`src/rtl/out_bcd_display_pkg.sv`:
```
// Shared definitions for out_bcd_display: FSM state encoding, seven-segment
// patterns and the digit-count legality check.
package out_bcd_defs;

  typedef enum logic [1:0] {
    IDLE  = 2'd0,
    SHIFT = 2'd1,
    DONE  = 2'd2
  } state_t;

  // Segment bit order {g,f,e,d,c,b,a}, active high.
  localparam logic [6:0] SEG_0     = 7'h3F;
  localparam logic [6:0] SEG_1     = 7'h06;
  localparam logic [6:0] SEG_2     = 7'h5B;
  localparam logic [6:0] SEG_3     = 7'h4F;
  localparam logic [6:0] SEG_4     = 7'h66;
  localparam logic [6:0] SEG_5     = 7'h6D;
  localparam logic [6:0] SEG_6     = 7'h7D;
  localparam logic [6:0] SEG_7     = 7'h07;
  localparam logic [6:0] SEG_8     = 7'h7F;
  localparam logic [6:0] SEG_9     = 7'h6F;
  localparam logic [6:0] SEG_BLANK = 7'h00;

  // True when NUM_DIGITS decimal digits can hold the largest DATA_WIDTH value.
  function automatic bit digits_ok(input int unsigned data_width,
                                   input int unsigned num_digits);
    longint unsigned p10;
    longint unsigned max_val;
    p10     = 64'd1;
    max_val = (64'd1 << data_width) - 64'd1;
    for (int unsigned i = 0; i < num_digits; i++) p10 = p10 * 64'd10;
    return p10 > max_val;
  endfunction

endpackage

```
`src/rtl/out_bcd_display_bcd_to_7seg.sv`:
```
// One BCD digit to seven-segment pattern, with a blank override.
module bcd_to_7seg
  import out_bcd_defs::*;
(
  input  logic [3:0] digit,
  input  logic       blank,
  output logic [6:0] seg
);

  always_comb begin
    seg = SEG_BLANK;
    if (!blank) begin
      unique case (digit)
        4'd0:    seg = SEG_0;
        4'd1:    seg = SEG_1;
        4'd2:    seg = SEG_2;
        4'd3:    seg = SEG_3;
        4'd4:    seg = SEG_4;
        4'd5:    seg = SEG_5;
        4'd6:    seg = SEG_6;
        4'd7:    seg = SEG_7;
        4'd8:    seg = SEG_8;
        4'd9:    seg = SEG_9;
        default: seg = SEG_BLANK;
      endcase
    end
  end

endmodule

```
`src/rtl/out_bcd_display.sv`:
```
// Sequential double-dabble of the CPU output value into BCD plus seven-segment
// drive with leading-zero blanking. Define OUT_BCD_SIGNED_EN for two's-complement input and a sign output.
module out_bcd_display
  import out_bcd_defs::*;
#(
  parameter int unsigned DATA_WIDTH = 16,
  parameter int unsigned NUM_DIGITS = 5
) (
  input  logic                    clk,
  input  logic                    rst_n,
  input  logic [DATA_WIDTH-1:0]   in_data,
  output logic                    busy,
  output logic                    valid,
  output logic [4*NUM_DIGITS-1:0] bcd,
  output logic [7*NUM_DIGITS-1:0] seg
`ifdef OUT_BCD_SIGNED_EN
  ,
  output logic                    sign
`endif
);

  localparam int unsigned BW        = 4 * NUM_DIGITS;
  localparam int unsigned CNT_W     = $clog2(DATA_WIDTH + 1);
  localparam bit          DIGITS_OK = digits_ok(DATA_WIDTH, NUM_DIGITS);

  if (!DIGITS_OK) begin : g_bad_digits
    $error("NUM_DIGITS too small to represent every DATA_WIDTH value");
  end

  state_t                state, state_nxt;
  logic [DATA_WIDTH-1:0] last_val;
  logic [DATA_WIDTH-1:0] bin;
  logic [DATA_WIDTH-1:0] mag;
  logic                  primed;
  logic [BW-1:0]         scratch;
  logic [BW-1:0]         adj;
  logic [CNT_W-1:0]      cnt;
  logic                  start;
  logic                  last_shift;
  logic [NUM_DIGITS-1:0] blank;

`ifdef OUT_BCD_SIGNED_EN
  logic neg_pend;

  // Converting the magnitude; 0x8000 negates to itself, which reads as 2^(W-1).
  always_comb mag = in_data[DATA_WIDTH-1] ? (~in_data + 1'b1) : in_data;
`else
  always_comb mag = in_data;
`endif

  always_comb begin
    start      = !primed || (in_data != last_val);
    last_shift = (cnt == CNT_W'(1));
  end

  always_ff @(posedge clk or negedge rst_n) begin
    if (!rst_n) state <= IDLE;
    else        state <= state_nxt;
  end

  always_comb begin
    state_nxt = state;
    unique case (state)
      IDLE:    if (start) state_nxt = SHIFT;
      SHIFT:   if (last_shift) state_nxt = DONE;
      DONE:    state_nxt = IDLE;
      default: state_nxt = IDLE;
    endcase
  end

  always_comb begin
    busy  = (state != IDLE);
    valid = (state == DONE);
  end

  always_comb begin
    adj = scratch;
    for (int unsigned i = 0; i < NUM_DIGITS; i++) begin
      if (scratch[4*i +: 4] >= 4'd5) adj[4*i +: 4] = scratch[4*i +: 4] + 4'd3;
    end
  end

  always_ff @(posedge clk or negedge rst_n) begin
    if (!rst_n) begin
      last_val <= '0;
      bin      <= '0;
      scratch  <= '0;
      cnt      <= '0;
      primed   <= 1'b0;
      bcd      <= '0;
`ifdef OUT_BCD_SIGNED_EN
      neg_pend <= 1'b0;
      sign     <= 1'b0;
`endif
    end else begin
      unique case (state)
        IDLE: if (start) begin
          last_val <= in_data;
          bin      <= mag;
          scratch  <= '0;
          cnt      <= CNT_W'(DATA_WIDTH);
          primed   <= 1'b1;
`ifdef OUT_BCD_SIGNED_EN
          neg_pend <= in_data[DATA_WIDTH-1];
`endif
        end
        SHIFT: begin
          scratch <= {adj[BW-2:0], bin[DATA_WIDTH-1]};
          bin     <= {bin[DATA_WIDTH-2:0], 1'b0};
          cnt     <= cnt - 1'b1;
          if (last_shift) begin
            bcd <= {adj[BW-2:0], bin[DATA_WIDTH-1]};
`ifdef OUT_BCD_SIGNED_EN
            sign <= neg_pend;
`endif
          end
        end
        default: ;
      endcase
    end
  end

  // Scan from the top digit down; a digit blanks while everything above it is zero.
  always_comb begin
    logic seen_nz;
    seen_nz = 1'b0;
    blank   = '0;
    for (int unsigned i = NUM_DIGITS - 1; i > 0; i--) begin
      seen_nz  = seen_nz | (bcd[4*i +: 4] != 4'd0);
      blank[i] = !seen_nz;
    end
  end

  for (genvar k = 0; k < NUM_DIGITS; k++) begin : g_digit
    bcd_to_7seg u_seg (
      .digit (bcd[4*k +: 4]),
      .blank (blank[k]),
      .seg   (seg[7*k +: 7])
    );
  end

endmodule

```
`config.mk`:
```
export PLATFORM = sky130hd
export DESIGN_NAME = out_bcd_display
export DESIGN_NICKNAME = d
export VERILOG_FILES = /design/src/rtl/out_bcd_display_pkg.sv /design/src/rtl/out_bcd_display_bcd_to_7seg.sv /design/src/rtl/out_bcd_display.sv
export SDC_FILE = /design/constraint.sdc
export NUM_CORES = 1
export LEC_CHECK = 0
export BUFFER_PORTS_ARGS = -buffer_cell sky130_fd_sc_hd__buf_2
export CELL_PAD_IN_SITES_DETAIL_PLACEMENT = 2
export CELL_PAD_IN_SITES_GLOBAL_PLACEMENT = 2
export CORE_ASPECT_RATIO = 1.75
export CORE_MARGIN = 2
export CORE_UTILIZATION = 25
export DETAILED_ROUTE_END_ITERATION = 10
export PLACE_DENSITY = 0.67
export SLEW_MARGIN = 0
export SYNTH_ARGS = -nofsm -noshare
export SYNTH_HDL_FRONTEND = slang
export SYNTH_SLANG_ARGS = --single-unit
```
`constraint.sdc`:
```
create_clock -name clk -period 2.8 [get_ports clk]
set_input_delay 0.56 -clock clk [delete_from_list [all_inputs] [get_ports clk]]
set_output_delay 0.56 -clock clk [all_outputs]
set_load 0.005 [all_outputs]
```
==> results of run 1 <==
cell type report:
class / count / area share [%]
Inverter: 39 / 2.43
Clock buffer: 12 / 4.25
Sequential cell: 80 / 33.2
Clock inverter: 1 / 0.0829
Timing Repair Buffer: 107 / 10.6
Tap cell: 241 / 5.00
Multi-Input combinational cell: 356 / 44.5
placed cells by master (no fill, tap or decap), types with 16 or more instances in the layout:
master	instances
a21oi_1	30
buf_2	73
buf_4	32
dfrtp_1	80
ha_1	35
inv_1	34
mux2_2	38
nand2_1	37
nand2b_1	20
nor2_1	36
o21ai_0	40
o22ai_1	16
state kept, by name, summed over array words and instances, names as in the netlist:
register / cells
bin: 16
last_val: 16
bcd: 20
cnt: 5
state: 2
scratch: 20
primed: 1
path summary, 6_finish.rpt:
path | start | endpoint | slack, ns
max in group asynchronous | rst_n | bin[12] | 2.00
min in group clk | primed | primed | 0.48
worst max-delay path | bcd[17] | seg[11] | -0.17
worst min register to register | primed | primed | 0.48
worst max register to register | last_val[2] | scratch[13] | 0.53
worst min-delay path | rst_n | last_val[9] | 0.15
per-layer routing:
metal	share of wire [%]	wire length, um	global-route usage [%]	vias up
met5	0	0	0	-
met4	1.3	170	4.82	0
met3	2.9	391	1.96	10
met2	59	7830	26.3	69
met1	37	4970	14.1	2014
li1	-	-	-	1912
metrics by stage:
stage,cell area (um2),setup WS [ns],instances,utilization (%)
floorplan,4880,0.130,499,-
global placement,5660,0.0321,818,29.6
finish,6030,-0.171,836,31.6
CTS,6000,-0.203,836,31.4
detailed placement,5660,-0.0582,818,29.6
global route,6030,-0.273,836,31.6
kinds of logic (layout without fill, tap and decap cells):
kind of cell             after synthesis  in the layout  share of synthesized area (%)
buffers and inverters                 63            159                           5.38
AO/OA/AOI/OAI                        119            119                           15.0
AND/OR/NAND/NOR                      129            129                           13.3
XOR/XNOR                              17             17                           3.05
adder cells (fa/ha/maj)               37             37                           9.48
flip-flops                            80             80                           41.0
multiplexers                          54             54                           12.8
power by group:
part           internal, mW  switching, mW  total, mW
Combinational          2.14           2.17       4.30
Sequential             1.70          0.535       2.24
Clock                 0.633          0.436       1.07
Total                  4.47           3.14       7.61
timing repair:
item | in CTS | in global routing
resized for setup | 13 | 5
pin swaps | 8 | 1
buffers inserted | 5 | 0
cloned | 0 | 0
endpoints found under the setup margin | 13 | 14
==> results.json, run 1 <==
{
  "setup_viol": 13,
  "core_um2": 19100,
  "clock-sinks": 80,
  "grt_max_degree": 52,
  "nets": 648,
  "io_pins": 75,
  "clk_latency_ns": 0.33,
  "ant_nets": 0,
  "cp_slowest_cell": "or4_4",
  "whs_ns": 0.154,
  "antenna_found_initial": 0,
  "wl_per_cell_um": 16.0,
  "first_pass_iters": 4,
  "slew-limit-headroom_pct": 59.5,
  "p_leak_nw": 2.86,
  "yosysMostFrequentCell": "dfrtp_1",
  "die_area_um2": 20700,
  "cts_tree": "yes",
  "r2r_cells": 7,
  "cp_top_family": "simple AND/OR/NAND/NOR gates",
  "grtUsageTotal_pct": 13.5,
  "synthCells": 499,
  "async_flop_share_pct": 100,
  "status": "complete, but fails checks",
  "netlist_area_um2": 4880,
  "synth_edf_count": 0,
  "ys_types": 51,
  "drt_iter0_markers": 148,
  "ir_drop_uv": 363,
  "die_h_um": 189,
  "syn2layout_area_growth_pct": 23.6,
  "fmax_mhz": 337,
  "multi_input_area_um2": 2690,
  "root_buffer": "clkbuf_16",
  "worst-path-stages": 9,
  "total_power_mw": 7.61,
  "grt_overflow": 0,
  "path_max_fanout": 3,
  "die_x_um": 110,
  "avgSynthCellArea_um2": 9.78,
  "start_kind": "flop",
  "cp_num_buf_inv": 3,
  "grt_pass1_vias": 4459,
  "vias": 4005,
  "numCtsBuffers": 9,
  "drc": 0,
  "cp-end-kind": "primary output",
  "cp.arrival_ns": 2.41,
  "vias_per_cell": 4.79,
  "period_share_pct": 106,
  "crit_chain": "inv_2 > ha_4 > nand2b_4 > or4_4 > or3_4 > buf_4 > nor3_4 > a21oi_1 > buf_2",
  "synthTopCellsByArea": "dfrtp_1 (41%), ha_1 (9.5%), mux2_2 (8.8%)",
  "min_period_ns": 2.97,
  "synth_common_cells": "dfrtp_1 (80), o21ai_0 (40), inv_1 (38), mux2_2 (38), nand2_1 (38)",
  "clk_pin_slew_worst_paths_ns": 0.06,
  "place.gp.congestion": 0.743,
  "clk_path_buf_depth": 2,
  "cpPeakStageDelay_ns": 0.49,
  "wl_um": 13400,
  "htree_num_levels": 3,
  "tightestPinTransition_ns": 0.604,
  "synthesis.nets": 554,
  "required_ns": 2.24,
  "min_path_type": "primary input to async pin",
  "fillerInstances": 2137,
  "violations": "negative setup slack",
  "yosysTopAreaCell": "dfrtp_1",
  "rows": 67,
  "diodes": 0,
  "io_buffers": 74,
  "dpl.hpwl_um": 10200,
  "grt_pass1_wl_um": 22200,
  "synth_ff_type": "dfrtp_1",
  "skew_ns": 0.00336,
  "synth-seq-cells": 80,
  "setup-tns-final_ns": -1.64,
  "rsz0062_at_grt": "yes",
  "drv_cap": 0,
  "power.density_nw_per_um2": 1260,
  "report.final.slew_viol_count": 0,
  "setup_slack_ns": -0.171,
  "synth_top_cell_area_share_pct": 41.0,
  "crit_type": "flop to primary output",
  "register_area_um2": 2000,
  "holdBufCountCts": 0,
  "drive_above_1_share_pct": 31.6,
  "yosys_warnings": 0,
  "report.final.hold_viol_count": 0,
  "start_util_pct": 25.5,
  "yosysSeqAreaShare_pct": 41.0
}
Power figures use the tool's default switching activity.
==> inputs of run 2 (changes only) <==
--- a/config.mk
+++ b/config.mk
@@ -12,7 +12,7 @@
 export CORE_MARGIN = 2
 export CORE_UTILIZATION = 25
 export DETAILED_ROUTE_END_ITERATION = 10
-export PLACE_DENSITY = 0.67
+export PLACE_DENSITY = 0.71
 export SLEW_MARGIN = 0
 export SYNTH_ARGS = -nofsm -noshare
 export SYNTH_HDL_FRONTEND = slang
==> run 2 against run 1 <==
Against the previous run:
- the flow still finishes with violations (negative setup slack)
- critical path depth did not move
- sequential power about the same
- register-to-register slack is essentially flat
==> results.json, run 2 (synthesis gave the netlist of run 1 again) <==
{
  "report.final.slew_viol_count": 0,
  "dpl.hpwl_um": 10400,
  "grt_overflow": 0,
  "setup_viol": 13,
  "cp_slowest_cell": "or4_4",
  "drt_iter0_markers": 116,
  "final_core_util_pct": 31.8,
  "cts_tree": "yes",
  "start_kind": "flop",
  "power.density_nw_per_um2": 1280,
  "syn2layout_area_growth_pct": 24.3,
  "required_ns": 2.24,
  "wl_per_cell_um": 16.2,
  "tightestPinTransition_ns": 0.630,
  "io_buffers": 74,
  "root_buffer": "clkbuf_16",
  "nets": 648,
  "ir_drop_uv": 445,
  "die_area_um2": 20700,
  "grt_pass1_vias": 4559,
  "first_pass_iters": 4,
  "grt_max_degree": 45,
  "vias_per_cell": 4.80,
  "final_common_cell": "dfrtp_1",
  "skew_ns": 0.00553,
  "drc": 0,
  "crit_type": "flop to primary output",
  "die_x_um": 110,
  "grtUsageTotal_pct": 13.7,
  "p_switching_mw": 3.18,
  "diodes": 0,
  "place.gp.congestion": 0.774,
  "ant_nets": 0,
  "power_frac_clock_pct": 15.2,
  "cp.arrival_ns": 2.38,
  "min_path_type": "primary input to async pin",
  "reg.largest.list": "bcd (20), scratch (20)",
  "min_period_ns": 2.94,
  "slew-limit-headroom_pct": 57.7,
  "htree_num_levels": 3,
  "cp_num_buf_inv": 3,
  "report.final.hold_viol_count": 0,
  "rsz0062_at_grt": "yes",
  "cpPeakStageDelay_ns": 0.49,
  "crit_chain": "inv_2 > ha_4 > nand2b_4 > or4_4 > or3_4 > o31ai_4 > buf_6 > a21oi_2 > buf_2",
  "start_util_pct": 25.5,
  "numCtsBuffers": 9,
  "die_h_um": 189,
  "status": "complete, but fails checks",
  "clk_pin_slew_worst_paths_ns": 0.06,
  "fillerInstances": 2139,
  "combinationalPowerShare_pct": 55.7,
  "swShare_pct": 40.9,
  "p_leak_nw": 2.87,
  "antenna_found_initial": 0,
  "setup_slack_ns": -0.137,
  "drv_cap": 0,
  "fmax_mhz": 340,
  "violations": "negative setup slack",
  "total_power_mw": 7.77,
  "rows": 67,
  "grt_pass1_wl_um": 22600,
  "cp-end-kind": "primary output",
  "cp_top_family": "simple AND/OR/NAND/NOR gates",
  "period_share_pct": 105,
  "io_pins": 75,
  "drive_above_1_share_pct": 31.9,
  "internal_power_mw": 4.59,
  "final_cell_mix": "dfrtp_1 (80), buf_2 (73), o21ai_0 (40)",
  "wl_um": 13600,
  "power_frac_seq_pct": 29.1,
  "clk_latency_ns": 0.33,
  "clk_path_buf_depth": 2,
  "path_max_fanout": 6,
  "core_um2": 19100,
  "vias": 4025,
  "clock-sinks": 80
}
## run 2: layout make-up
| type | instances | area, um2 | share of cell area [%] |
|---|---|---|---|
| Clock inverter | 3 | 40.0 | 0.660 |
| Clock buffer | 13 | 260 | 4.29 |
| Tap cell | 241 | 302 | 4.97 |
| Inverter | 39 | 146 | 2.41 |
| Sequential cell | 80 | 2000 | 33.0 |
| Multi-Input combinational cell | 356 | 2680 | 44.2 |
| Timing Repair Buffer | 107 | 637 | 10.5 |
## run 2: worst paths after layout
| path | start | end | slack (ns) | depth (start not counted) |
|---|---|---|---|---|
| worst max-delay path | bcd[16] | seg[8] | -0.14 | 9 |
| worst min-delay path | rst_n | last_val[11] | 0.22 | 1 |
| worst max register to register | last_val[11] | bin[2] | 0.54 | 7 |
| worst min register to register | primed | primed | 0.49 | 1 |
| max in group asynchronous | rst_n | bcd[4] | 1.97 | 2 |
| min in group clk | in_data[3] | last_val[3] | 0.47 | 2 |
## run 2: power by group through the flow
stage	Combinational, mW	Clock [mW]	Sequential, mW
global placement	4.01	0	2.21
global route	4.91	1.26	2.36
finish	4.33	1.19	2.26
CTS	4.37	1.22	2.27
floorplan	2.76	0	2.07
detailed placement	4.27	0	2.28
## run 2: repair_timing
item | in CTS | in global routing
hold endpoints to repair | 0 | 0
endpoints found under the setup margin | 13 | 14
setup buffers | 3 | 2
resized for setup | 13 | 5
pin swaps | 6 | 0
hold buffers | 0 | 0
## run 2: metal layers
metal	up-vias	GRT usage, %	part of all wire (%)
li1	1916	-	-
met1	2034	14.3	38
met2	61	27.2	58
met3	14	1.96	2.6
met4	0	3.75	1.4
met5	-	0	0
## run 2: per-stage QoR
step | hold WS, ns | TNS [ns] | setup WS (ns) | instance area, um2 | instances
3_5_place_dp | 0.463 | -0.273 | -0.0789 | 5660 | 818
4_1_cts | 0.247 | -1.44 | -0.178 | 6030 | 837
6_report | 0.221 | -1.16 | -0.137 | 6070 | 839
2_1_floorplan | 0.264 | 0 | 0.130 | 4880 | 499
5_1_grt | 0.266 | -2.40 | -0.232 | 6070 | 839
3_3_place_gp | 0.460 | 0 | 0.0350 | 5660 | 818
